--- src/rtl/ripple_carry_adder_sync.sv ---
// ripple_carry_adder_sync: registered DATA_WIDTH-bit ripple-carry adder with sum, carry-out and signed-overflow flags
//   clk   - system clock, rising edge
//   rst_n - asynchronous active-low reset, clears S/CF/OF
//   A, B  - addends (unsigned or two's complement)
//   Cin   - carry into bit 0
//   S     - registered sum, (A + B + Cin) mod 2^DATA_WIDTH
//   CF    - registered carry out of the MSB
//   OF    - registered signed overflow
module full_adder_cell (
  input  logic a,
  input  logic b,
  input  logic ci,
  output logic s,
  output logic co
);
  logic p;
  assign p  = a ^ b;
  assign s  = p ^ ci;
  assign co = (a & b) | (ci & p);
endmodule

module ripple_carry_adder_sync #(
  parameter int DATA_WIDTH = 16
) (
  input  logic                  clk,
  input  logic                  rst_n,
  input  logic [DATA_WIDTH-1:0] A,
  input  logic [DATA_WIDTH-1:0] B,
  input  logic                  Cin,
  output logic [DATA_WIDTH-1:0] S,
  output logic                  CF,
  output logic                  OF
);
  logic [DATA_WIDTH:0]   c;
  logic [DATA_WIDTH-1:0] s;
  assign c[0] = Cin;
  // Structural chain so carry delay grows linearly with width
  for (genvar i = 0; i < DATA_WIDTH; i++) begin : g_cell
    full_adder_cell u_fa (
      .a (A[i]),
      .b (B[i]),
      .ci(c[i]),
      .s (s[i]),
      .co(c[i+1])
    );
  end
  always_ff @(posedge clk or negedge rst_n) begin
    if (!rst_n) begin
      S  <= '0;
      CF <= 1'b0;
      OF <= 1'b0;
    end else begin
      S  <= s;
      CF <= c[DATA_WIDTH];
      OF <= c[DATA_WIDTH] ^ c[DATA_WIDTH-1];
    end
  end
endmodule

--- config.mk ---
export PLATFORM = sky130hd
export DESIGN_NAME = ripple_carry_adder_sync
export DESIGN_NICKNAME = d
export VERILOG_FILES = /design/src/rtl/ripple_carry_adder_sync.sv
export SDC_FILE = /design/constraint.sdc
export NUM_CORES = 1
export LEC_CHECK = 0
export BUFFER_PORTS_ARGS = -buffer_cell sky130_fd_sc_hd__buf_2
export CAP_MARGIN = 20
export CORE_UTILIZATION = 40
export DETAILED_ROUTE_END_ITERATION = 10
export GPL_TIMING_DRIVEN = 0
export PLACE_DENSITY = 0.77
export SLEW_MARGIN = 20
export SYNTH_ARGS = -nofsm -noshare
export SYNTH_HDL_FRONTEND = slang
export SYNTH_SLANG_ARGS = --single-unit
--- constraint.sdc ---
create_clock -name clk -period 0.8 [get_ports clk]
set_clock_uncertainty 0.1 [all_clocks]
set_input_delay 0.16 -clock clk [delete_from_list [all_inputs] [get_ports clk]]
set_output_delay 0.16 -clock clk [all_outputs]
set_load 0.02 [all_outputs]
==> impl_metrics.json <==
{
  "place_congestion": 0.610,
  "die_h_um": 47.2,
  "synth_compound_area_share_pct": 0,
  "fin_nets": 155,
  "final_core_util_pct": 72.2,
  "clk_pin_slew_ns": 0.09,
  "synth_top_cell_by_area": "dfrtp_1",
  "p_int_w": 0.00179,
  "path_max_fanout": 2,
  "setup_tns_ns": -55.18,
  "antenna_found_initial": 0,
  "p_comb_share_pct": 39.1,
  "fillers": 131,
  "min_period_ns": 5.92,
  "synth_top_family_by_area": "adder cells",
  "wirelength_mm": 1.58,
  "arrival_ns": 6.05,
  "critPathKind": "input pin to flop",
  "p_switching_w": 0.000809,
  "cts-root-buf": "clkbuf_4",
  "violations": "setup timing",
  "finalHoldViolations": 0,
  "die_w_um": 47.2,
  "layout_setup_ws_ns": -5.12,
  "areaGrowthSynthToFinish_pct": 60.9,
  "synthTopCellsByCount": "dfrtp_1 (18), fa_1 (16), inv_1 (10), xnor2_1 (1)",
  "drt_iter0_markers": 0,
  "rsz0062_at_grt": "true",
  "netlist_instances": 45,
  "via_per_inst": 4.22,
  "cts.sinks": 18,
  "synth_flop_cell": "dfrtp_1",
  "synth-edff-count": 0,
  "synth_seq_cells": 18,
  "grt_util_all_layers_pct": 15.8,
  "synth.distinct_cells": 4,
  "yosys.area_share.adder_pct": 39.2,
  "maxSlewViolCount": 0,
  "synth_xor_area_share_pct": 1.07,
  "fp.coreArea_mm2": 0.00182,
  "clock_power_share_pct": 16.1,
  "start_kind": "input pin",
  "cts_made_buffers": 3,
  "fin_cells": 127,
  "vias": 536,
  "first_global_vias": 607,
  "diodes": 0,
  "drive_gt1_share_pct": 76.5,
  "worst_pin_slew_ns": 0.382,
  "synth_warnings": 0,
  "wire_per_inst_um": 12.4,
  "seqPwrFrac_pct": 44.8,
  "min_path_cells": 2,
  "dieArea_mm2": 0.00223,
  "muxShareOfSynthArea_pct": 0,
  "cp-end-kind": "flop",
  "synthesis.nets": 96,
  "peakVddDrop_v": 0.00127,
  "initial_core_util_pct": 44.9,
  "worstHoldPathType": "input pin to flop",
  "synth.top_cell.area_share_pct": 55.1,
  "multiInputGateArea_um2": 377,
  "status": "complete, but fails checks",
  "power_density_mw_per_mm2": 1980,
  "crit_required_ns": 0.93,
  "synth_most_common_cell": "dfrtp_1",
  "htree_levels": 1,
  "grt_max_degree": 19,
  "final_area_mm2": 0.00132,
  "dp_cells": 122,
  "syn_avg_cell_area_um2": 18.2,
  "first_pass_iters": 1,
  "setup_viol": 35,
  "io_pins": 53,
  "grt_pass1_wl_mm": 2.29,
  "hpwl_mm": 1.24,
  "io_buffers": 52,
  "drc": 0,
  "period_share_pct": 740,
  "synth_area_um2": 817,
  "seq_area_um2": 450,
  "antenna_left": 0,
  "async_reset_ff_share_pct": 100,
  "grt_overflow": 0,
  "fmax_mhz": 169,
  "slew-limit-headroom_pct": 74.5,
  "ys_top_cells_by_area": "dfrtp_1 (55%), fa_1 (39%), inv_1 (4.6%)",
  "yosys.area_share.simple_pct": 0,
  "placed_area_mm2": 0.00115,
  "clockBufferDepth": 2,
  "p_sw_share_pct": 31.1,
  "ys_seq_area_share_pct": 55.1,
  "pre_cts_slack_ns": -5.44,
  "std_cell_rows": 15,
  "maxCapViolations": 0,
  "cts_tree": "yes",
  "power.leakage_nw": 0.637
}
==> final cells by class <==
class | instances | area share, %
sequential | 18 | 34.3
timing repair buffer | 54 | 30.2
multi-input combinational | 17 | 28.6
inverter | 10 | 2.85
tap | 25 | 2.38
clock buffer | 3 | 1.71
==> kinds of logic after synthesis <==
family | count (synthesis)
xor gates and xnor gates | 1
DFF | 18
adders and majority gates | 16
buffers and inverters | 10
==> timing repair <==
action                                  CTS  global route
pin swaps                                 1             1
endpoints found under the setup margin   35            35
buffers inserted                          1             0
resized for setup                        39             3
endpoints found under the hold margin    18             0
hold buffers                              1             0
==> layout by cell type, fill, tap and decap left out <==
master	n
buf_6	19
dlygate4sd3_1	1
xnor2_2	1
buf_4	1
dfrtp_1	18
clkbuf_4	3
buf_2	33
fa_2	16
inv_1	5
inv_2	5
==> final timing paths <==
check | from | endpoint | slack (ns)
max in group asynchronous | rst_n | S[14]$_DFF_PN0_ | 0.10
min in group asynchronous | rst_n | S[8]$_DFF_PN0_ | 0.23
worst max-delay path | A[0] | S[15]$_DFF_PN0_ | -5.12
worst min-delay path | A[0] | S[0]$_DFF_PN0_ | 0.07
==> critical path: stages <==
cell and delay (ns):
buf_6 0.09, fa_2 0.38, fa_2 0.37, fa_2 0.35, fa_2 0.35, fa_2 0.36, fa_2 0.36, fa_2 0.37
fa_2 0.35, fa_2 0.35, fa_2 0.35, fa_2 0.34, fa_2 0.35, fa_2 0.35, inv_2 0.06, fa_2 0.19
inv_2 0.04, fa_2 0.34, inv_2 0.06, fa_2 0.42, inv_2 0.05
==> flip-flops by register name, indices dropped and copies added (netlist names) <==
| name | cells |
|---|---|
| S | 16 |
| OF | 1 |
| CF | 1 |
==> through the flow <==
step | hold slack, ns | power, W
floorplan | -0.236 | 0.00155
finish | 0.0744 | 0.00260
detailed placement | 0.00652 | 0.00192
global route | 0.0699 | 0.00276
global placement | -0.00159 | 0.00188
CTS | 0.0663 | 0.00261
==> routing by layer <==
layer  track usage, %  wire, um
met1             15.4       514
met2             32.2       945
met3             3.08       115
met4             5.14         0
met5                0         0
==> power groups by stage <==
stage	Clock, W	Combinational [W]	Sequential, W
floorplan	0	0.000173	0.00138
global placement	0	0.000745	0.00113
detailed placement	0	0.000784	0.00114
CTS	0.000433	0.00101	0.00117
global route	0.000467	0.00111	0.00118
finish	0.000418	0.00102	0.00116
Note: power is estimated with default switching activity, not from simulation.
